[src/rtl/player_pkg.sv]
// player_pkg: shared encodings for the dino player controller.
//   state_e  : player state (IDLE=0, RUN=1, JUMP=2, DUCK=3, DEAD=4)
//   TICK_VEL : game_tick value for the velocity phase
//   TICK_POS : game_tick value for the position phase
package player_pkg;

    typedef enum logic [2:0] {
        IDLE = 3'd0,
        RUN  = 3'd1,
        JUMP = 3'd2,
        DUCK = 3'd3,
        DEAD = 3'd4
    } state_e;

    localparam logic [1:0] TICK_VEL = 2'b01;
    localparam logic [1:0] TICK_POS = 2'b10;

endpackage

[src/rtl/rise_detect.sv]
// rise_detect: registers the previous sample of a synchronous level and
// flags the cycle in which it goes from 0 to 1.
//   clk    : clock
//   rst_n  : asynchronous active-low reset (previous sample clears to 0)
//   d_i    : synchronous level input
//   rise_o : high in the first cycle d_i is 1 after being 0
module rise_detect (
    input  logic clk,
    input  logic rst_n,
    input  logic d_i,
    output logic rise_o
);

    logic prev_q;

    always_ff @(posedge clk or negedge rst_n) begin
        if (!rst_n) prev_q <= 1'b0;
        else        prev_q <= d_i;
    end

    assign rise_o = d_i & ~prev_q;

endmodule

[src/rtl/player_controller.sv]
// player_controller: per-frame tick sequencer and state machine for the
// dino player. Issues the velocity/position game_tick pair after each
// accepted frame_start, turns up-button edges into jump_pulse, and tracks
// IDLE/RUN/JUMP/DUCK/DEAD. Every output comes straight from a register.
//
// Optional feature: define JUMP_BUFFER_EN to remember an up-press made
// while airborne and fire it on the first frame after landing in RUN.
//
// Ports:
//   clk, reset_n   : clock, asynchronous active-low reset
//   frame_start    : one-cycle pulse per game frame
//   button_up/down : debounced button levels
//   collision      : obstacle hit level
//   jump_done      : landing flag, looked at only in the position-tick cycle
//   game_tick      : 01 velocity phase, 10 position phase, else 00
//   jump_pulse     : one-cycle jump start, coincident with game_tick=01
//   phys_down      : fast-drop / duck request
//   phys_rst_n     : one-cycle active-low physics clear on (re)start
//   player_state   : state_e encoding
//   anim_frame     : sprite animation phase
//   game_over      : high while in DEAD
module player_controller
    import player_pkg::*;
#(
    parameter int DEAD_HOLD_FRAMES = 30,
    parameter int ANIM_DIV         = 6
) (
    input  logic       clk,
    input  logic       reset_n,
    input  logic       frame_start,
    input  logic       button_up,
    input  logic       button_down,
    input  logic       collision,
    input  logic       jump_done,
    output logic [1:0] game_tick,
    output logic       jump_pulse,
    output logic       phys_down,
    output logic       phys_rst_n,
    output logic [2:0] player_state,
    output logic       anim_frame,
    output logic       game_over
);

    localparam int DCW = $clog2(DEAD_HOLD_FRAMES + 1);
    localparam int ACW = (ANIM_DIV > 1) ? $clog2(ANIM_DIV) : 1;
    localparam logic [DCW-1:0] DEAD_MAX = DCW'(DEAD_HOLD_FRAMES);
    localparam logic [ACW-1:0] ANIM_MAX = ACW'(ANIM_DIV - 1);

    state_e           state_q;
    logic [1:0]       tick_q;
    logic             jump_pulse_q;
    logic             phys_down_q;
    logic             phys_rst_n_q;
    logic             anim_q;
    logic             game_over_q;
    logic             jlatch_q;
    logic [DCW-1:0]   dead_cnt_q;
    logic [ACW-1:0]   anim_cnt_q;
`ifdef JUMP_BUFFER_EN
    logic             buf_q;
`endif

    logic up_rise;
    logic frame_edge;   // frame_start that is not landing inside a tick pair
    logic active;       // states that run physics and can collide
    logic collide;

    rise_detect u_up_rise (
        .clk    (clk),
        .rst_n  (reset_n),
        .d_i    (button_up),
        .rise_o (up_rise)
    );

    assign frame_edge = frame_start && (tick_q == 2'b00);
    assign active     = state_q inside {RUN, JUMP, DUCK};
    assign collide    = active && collision;

    always_ff @(posedge clk or negedge reset_n) begin
        if (!reset_n) begin
            state_q      <= IDLE;
            tick_q       <= 2'b00;
            jump_pulse_q <= 1'b0;
            phys_down_q  <= 1'b0;
            phys_rst_n_q <= 1'b1;
            anim_q       <= 1'b0;
            game_over_q  <= 1'b0;
            jlatch_q     <= 1'b0;
            dead_cnt_q   <= '0;
            anim_cnt_q   <= '0;
`ifdef JUMP_BUFFER_EN
            buf_q        <= 1'b0;
`endif
        end else begin
            jump_pulse_q <= 1'b0;
            phys_rst_n_q <= 1'b1;
            phys_down_q  <= button_down && (state_q inside {JUMP, DUCK});

            // Tick pair: 01 then 10; further frame_starts are ignored meanwhile.
            if (collide)                 tick_q <= 2'b00;
            else if (tick_q == TICK_VEL) tick_q <= TICK_POS;
            else if (tick_q == TICK_POS) tick_q <= 2'b00;
            else if (frame_start && active) tick_q <= TICK_VEL;

            // Jump latch lives for at most one frame; only RUN/DUCK arm it.
            if (frame_edge)
                jlatch_q <= 1'b0;
            else if (up_rise && (state_q inside {RUN, DUCK}))
                jlatch_q <= 1'b1;

            if (state_q inside {IDLE, DEAD})
                anim_cnt_q <= '0;
            else if (frame_edge && (state_q inside {RUN, DUCK})) begin
                if (anim_cnt_q == ANIM_MAX) begin
                    anim_cnt_q <= '0;
                    anim_q     <= ~anim_q;
                end else begin
                    anim_cnt_q <= anim_cnt_q + 1'b1;
                end
            end

            if (state_q != DEAD)
                dead_cnt_q <= '0;
            else if (frame_start && (dead_cnt_q != DEAD_MAX))
                dead_cnt_q <= dead_cnt_q + 1'b1;

            if (collide) begin
                state_q     <= DEAD;
                game_over_q <= 1'b1;
                jlatch_q    <= 1'b0;
`ifdef JUMP_BUFFER_EN
                buf_q       <= 1'b0;
`endif
            end else begin
                case (state_q)
                    IDLE: if (up_rise) begin
                        state_q      <= RUN;
                        phys_rst_n_q <= 1'b0;
                    end
                    RUN: begin
                        if (button_down)
                            state_q <= DUCK;
                        else if (frame_edge && (jlatch_q || up_rise)) begin
                            // Decided one edge early so the pulse lines up with tick 01.
                            state_q      <= JUMP;
                            jump_pulse_q <= 1'b1;
                            jlatch_q     <= 1'b0;
                        end
                    end
                    DUCK: if (!button_down) state_q <= RUN;
                    JUMP: begin
                        if ((tick_q == TICK_POS) && jump_done) begin
                            if (button_down) begin
                                state_q <= DUCK;
                            end else begin
                                state_q <= RUN;
`ifdef JUMP_BUFFER_EN
                                if (buf_q || up_rise) jlatch_q <= 1'b1;
`endif
                            end
`ifdef JUMP_BUFFER_EN
                            buf_q <= 1'b0;
`endif
                        end
`ifdef JUMP_BUFFER_EN
                        else if (up_rise) buf_q <= 1'b1;
`endif
                    end
                    DEAD: if (up_rise && (dead_cnt_q == DEAD_MAX)) begin
                        state_q      <= RUN;
                        phys_rst_n_q <= 1'b0;
                        game_over_q  <= 1'b0;
                        dead_cnt_q   <= '0;
                    end
                    default: state_q <= IDLE;
                endcase
            end
        end
    end

    assign game_tick    = tick_q;
    assign jump_pulse   = jump_pulse_q;
    assign phys_down    = phys_down_q;
    assign phys_rst_n   = phys_rst_n_q;
    assign player_state = state_q;
    assign anim_frame   = anim_q;
    assign game_over    = game_over_q;

endmodule

[config.mk]
export PLATFORM = sky130hd
export DESIGN_NAME = player_controller
export DESIGN_NICKNAME = d
export VERILOG_FILES = /design/src/rtl/player_pkg.sv /design/src/rtl/rise_detect.sv /design/src/rtl/player_controller.sv
export SDC_FILE = /design/constraint.sdc
export NUM_CORES = 1
export LEC_CHECK = 0
export CAP_MARGIN = 20
export CELL_PAD_IN_SITES_DETAIL_PLACEMENT = 1
export CELL_PAD_IN_SITES_GLOBAL_PLACEMENT = 2
export CORE_MARGIN = 2
export CORE_UTILIZATION = 36
export CTS_BUF_LIST = sky130_fd_sc_hd__clkbuf_4 sky130_fd_sc_hd__clkbuf_8 sky130_fd_sc_hd__clkbuf_16
export DETAILED_ROUTE_END_ITERATION = 8
export PLACE_DENSITY = 0.79
export SLEW_MARGIN = 5
export SYNTH_ARGS = -nofsm -noshare
export SYNTH_HDL_FRONTEND = slang
export SYNTH_SLANG_ARGS = --single-unit
[constraint.sdc]
create_clock -name clk -period 3.85 [get_ports clk]
set_clock_uncertainty 0.15 [all_clocks]
set_input_delay 0.77 -clock clk [delete_from_list [all_inputs] [get_ports clk]]
set_output_delay 0.77 -clock clk [all_outputs]
set_load 0.03 [all_outputs]
# Word-level counts from Yosys, hierarchy flattened
# Index checks and enable logic that the tools add are counted.
[classes] add_sub_neg=2 eq_ne=15 muxes=38 n_bitwise=4 n_reduce_logical=24
[op_table] operator="3-bit two-way mux" n=10
[op_table] operator="5-bit two-way mux" n=5
[op_table] operator="1-bit two-way mux" n=16
[op_table] operator="3-bit case mux with 5 select lines" n=1
[op_table] operator="2-bit nonzero test" n=6
[op_table] operator="1-bit logical AND" n=10
[op_table] operator="2-bit two-way mux" n=5
[op_table] operator="3-bit != test (second input constant)" n=3
[op_table] operator="3-bit by 2-bit equality test with 1-bit output (second input constant)" n=2
[op_table] operator="3-bit equality test (second input constant)" n=2
[op_table] operator="3-bit by 2-bit != test with 1-bit output (second input constant)" n=2
[op_table] operator="5-bit by 1-bit adder with 5-bit output (second input constant)" n=1
[op_table] operator="5-bit equality test (second input constant)" n=1
[op_table] operator="5-bit != test (second input constant)" n=1
[op_table] operator="5-bit AND reduction" n=1
[op_table] operator="4-bit by 3-bit != test with 1-bit output (second input constant)" n=1
[op_table] operator="4-bit nonzero test" n=1
[op_table] operator="3-bit by 1-bit adder with 3-bit output (second input constant)" n=1
[op_table] operator="3-bit by 1-bit equality test with 1-bit output (second input constant)" n=1
[op_table] operator="3-bit zero test" n=1
[op_table] operator="1-bit inverter" n=3
[op_table] operator="3-bit AND reduction" n=1
[op_table] operator="3-bit nonzero test" n=1
[op_table] operator="2-bit by 1-bit equality test with 1-bit output (second input constant)" n=1
[op_table] operator="other kinds (6)" n=6
[word_totals] regBits=20 in_bits=7 out_inout_bits=10 word_cells=94

# Longest topological paths before layout
[logic_depth] ltp_word=9 mapped_depth=5

# Modules after synthesis
# Synthesis repeated with hierarchy kept, for this count alone.
[hier_totals] hier_cells=101 area_unflattened_um2=1068.5
[modules_own_cells] module="player_controller" n_inst=1 cells_per_inst=99 area_per_inst_um2=1029.7
[modules_own_cells] module="rise_detect" n_inst=1 cells_per_inst=2 area_per_inst_um2=38.8

# Worst setup path before layout
# No wires, ideal clock.
[synth_timing] kind="input to register" from="input frame_start" to="register state_q[0] (netlist: player_state[0])" arrival_ps=1457 required_ps=3562 setup_slack_ps=2105 cell_stages=4 path_cell_list="buf_4 > nand2_2 > a2111oi_2 > o211ai_1"
[synth_via] elab_chain_cells=4
[synth_lines] item="from (decl)" line_no="player_controller.sv:30" rtl="input logic frame_start,"
[synth_lines] item="1-bit logical AND" line_no="player_controller.sv:75" rtl="assign frame_edge = frame_start && (tick_q == 2'b00);"
[synth_lines] item="1-bit logical AND" line_no="player_controller.sv:143" rtl="else if (frame_edge && (jlatch_q || up_rise)) begin"
[synth_lines] item="4-bit by 3-bit != test with 1-bit output (no line)"
[synth_lines] item="5-bit AND reduction (no line)"
[synth_lines] item="to (signal assigned)" line_no="player_controller.sv:81" rtl="state_q <= IDLE;"
[synth_lines] item="to (signal assigned)" line_no="player_controller.sv:142" rtl="state_q <= DUCK;"
[synth_lines] item="to (signal assigned)" line_no="player_controller.sv:145" rtl="state_q <= JUMP;"
[synth_lines] item="to (decl)" line_no="player_controller.sv:49" rtl="state_e state_q;"
# No other way between the ends.
# A chain may end at the register's enable or synchronous reset.

# Worst setup path in the final report
[layout_timing] from="register state_q[0] (netlist: player_state[0])" to="output player_state[0]"
[layout_lines] item="from (signal assigned)" line_no="player_controller.sv:81"
[layout_lines] item="from (signal assigned)" line_no="player_controller.sv:128" rtl="state_q <= DEAD;"
[layout_lines] item="from (signal assigned)" line_no="player_controller.sv:137" rtl="state_q <= RUN;"
[layout_lines] item="to (decl)" line_no="player_controller.sv:39" rtl="output logic [2:0] player_state,"
# No word-level cell between the ends.

==> qor.yml <==
grt:
  grt_pass1_vias: 829
  gr-usage-met2_pct: 25.2
  met1_usage_pct: 20.5
  grt_start_max_net_pins: 21
  grt.total_usage_pct: 15.3
  grt_busiest_layer: "met2"
  met3_usage_pct: 2.64
  grt_overflow: 0
  grt_pass1_wl_mm: 3.95
  antenna_found_initial: 0
timing:
  drv_slew: 0
  fin_ws_ns: 1.28
  max_freq_mhz: 388
  rsz0062_at_grt: "false"
  max_slew.worst_pin.slew_ns: 0.941
  final-hold-violation-count: 0
  timing.hold.ws_ns: 0.322
  tns_ns: 0
  fin_crit_sh_pct: 66.9
  relSlewSlack_pct: 37.0
  fin_crit_ns: 2.57
  setup_viol: 0
floorplanning:
  initial_utilization_pct: 38.3
  dieArea_um2: 3430
  core_um2: 2810
  io_pins: 17
  die_x_um: 58.6
  rows: 19
  die_h_um: 58.6
synth:
  synth_compound_area_share_pct: 20.3
  ys_ff_latch: 20
  yosysSeqAreaShare_pct: 46.7
  syn-num-nets: 112
  synth_xor_area_share_pct: 0.816
  yosys.area_share.adder_pct: 5.83
  synthMuxAreaShare_pct: 1.98
  synth-edff-count: 0
  synth_ff_type: "dfrtp_1"
  synth_cell_type_count: 41
  synth_top_family_by_area: "compound AO/OA/AOI/OAI gates"
  yosys_warnings: 0
  async_flop_share_pct: 100
  syn_area_per_cell_um2: 10.7
  netlist_instances: 100
  synth-simple-area-share_pct: 19.5
  syn_area_um2: 1070
placed_design:
  place_congestion: 0.700
  dp_slack_ns: 1.38
  place_hpwl_mm: 1.78
  place.port_buffers: 16
  dp.cells: 145
  place_area_um2: 1250
hold_path:
  worstHoldEndpoint: "anim_frame"
  min_path_cells: 1
  min_path_type: "reg -> reg"
  min_from: "anim_frame"
clock_network:
  cts-resized-gates: 0
  post-cts-setup-buffers: 0
  htree_num_levels: 1
  clockBufferDepth: 2
  clk_latency_ns: 0.29
  cts-root-buf: "clkbuf_4"
  cts_made_buffers: 3
  cts.hold.buffers_added: 0
  cts_sinks: 20
  path_clk_slew_ns: 0.11
  cts_tree: "done"
critical_path:
  path_buf_inv: 1
  critPathTopFamily: "buffers and inverters"
  cp-start-kind: "flip-flop"
  crit_arrival_ns: 1.65
  worstReg2RegEnd: "player_state[2]"
  critical_path_class: "reg -> out"
  r2r-start: "dead_cnt_q[0]"
  cp.required_ns: 2.93
  rrSetupSlack_ns: 2.12
  cp-end-kind: "output port"
  critPathSlowestCell: "clkdlybuf4s50_1"
  slowest_delay_ns: 0.75
  cp_max_fo: 12
  crit_chain: "clkdlybuf4s50_1"
  reg2regPathDepth: 5
detailed_routing:
  wl_per_cell_um: 15.5
  drt_first_pass_iters: 5
  routed_via_density: 5.48
  vias: 817
  drtIter0Drc: 32
  antenna_left: 0
  totalWireLength_mm: 2.31
  drc: 1
power:
  worst_ir_drop_vdd_v: 0.000326
  p_clk_share_pct: 14.5
  p_seq_share_pct: 40.3
  swShare_pct: 41.5
  internal_power_mw: 0.444
  p_comb_share_pct: 45.2
  p_per_area_nw_per_um2: 591
  power_switching_mw: 0.315
  cellLeakagePower_nw: 0.586
layout:
  diodes: 0
  finish.instance_area_um2: 1280
  drive_gt1_share_pct: 13.6
  multiInputGateArea_um2: 519
  syn_to_final_growth_pct: 19.6
  post_layout_nonfiller_instances: 149
  final_net_count: 131
  n_fill_cell: 317
  seqCellArea_um2: 502
run_status:
  status: "complete, but fails checks"
  violations: "design-rule violations"
job:
  drv_cap: 0
-- worst max path at each step --
| stage | start | end | slack [ns] | cells after the start |
|---|---|---|---|---|
| 2_1_floorplan | frame_start | player_state[0] | 2.11 | 4 |
| 3_3_place_gp | frame_start | player_state[0] | 1.42 | 4 |
| 3_5_place_dp | frame_start | player_state[0] | 1.38 | 4 |
| 4_1_cts | player_state[0] | player_state[0] | 1.25 | 1 |
| 5_1_grt | player_state[0] | player_state[0] | 1.17 | 1 |
| 6_report | player_state[0] | player_state[0] | 1.28 | 1 |
-- metal layers --
metal  routed length [um]  part of all wire, %
met5                    0                    0
met4                   17                 0.74
met3                   73                  3.2
met2                 1090                   47
met1                 1130                   49
-- cell usage after synthesis (2+ instances only) --
master / instances / share of area, %
and3_1: 2 / 1.2
ha_1: 5 / 5.8
dfrtp_1: 19 / 44
a211oi_1: 3 / 2.1
nand2b_1: 2 / 1.2
nor2_1: 6 / 2.1
inv_1: 9 / 3.1
o211ai_1: 2 / 1.4
nand4_1: 3 / 1.7
or2_2: 2 / 1.2
nand3_1: 3 / 1.4
a2111oi_2: 2 / 2.8
a21oi_1: 8 / 3.7
o21ai_0: 7 / 3.3
-- cell type report --
class | instances | area share [%]
clock buffers | 4 | 2.34
multi-input cells | 69 | 40.4
flip-flops and latches | 20 | 39.1
repair buffers | 16 | 12.5
inverters | 9 | 2.63
well taps | 31 | 3.02
-- flip-flops by register name, summed over array words and instances (netlist names) --
name	count
dead_cnt_q	5
phys_rst_n	1
player_state	3
anim_frame	1
u_up_rise.prev_q	1
game_over	1
jlatch_q	1
game_tick	2
anim_cnt_q	3
phys_down	1
jump_pulse	1
-- layout by cell type (no fill, tap or decap), types with 2 or more instances in the layout --
master           instances
dfrtp_1                 19
o21ai_0                  7
a21oi_1                  8
a2111oi_2                2
nand4_1                  3
clkdlybuf4s50_1         16
o211ai_1                 2
nand2b_1                 2
nand3_1                  3
a211oi_1                 3
clkbuf_4                 4
and3_1                   2
nor2_1                   6
ha_1                     5
or2_2                    2
inv_1                    9
-- power groups by stage --
| stage | registers [mW] | clock network [mW] | logic (mW) |
|---|---|---|---|
| detailed placement | 0.312 | 0 | 0.347 |
| global placement | 0.310 | 0 | 0.338 |
| CTS | 0.307 | 0.118 | 0.350 |
| floorplan | 0.354 | 0 | 0.187 |
| global route | 0.316 | 0.128 | 0.380 |
| finish | 0.306 | 0.110 | 0.343 |
-- cell families after synthesis --
logic type | Yosys count
mux | 2
buf+inv | 11
simple gates | 31
flops | 20
compound gates | 30
xor+xnor | 1
fa+ha+maj | 5
-- metrics by stage --
| step | total power [mW] | util, % |
|---|---|---|
| floorplan | 0.541 | - |
| CTS | 0.775 | 45.8 |
| global route | 0.824 | 45.8 |
| detailed placement | 0.659 | 44.7 |
| finish | 0.759 | 45.8 |
| global placement | 0.648 | 44.7 |
Power figures use the tool's default switching activity.
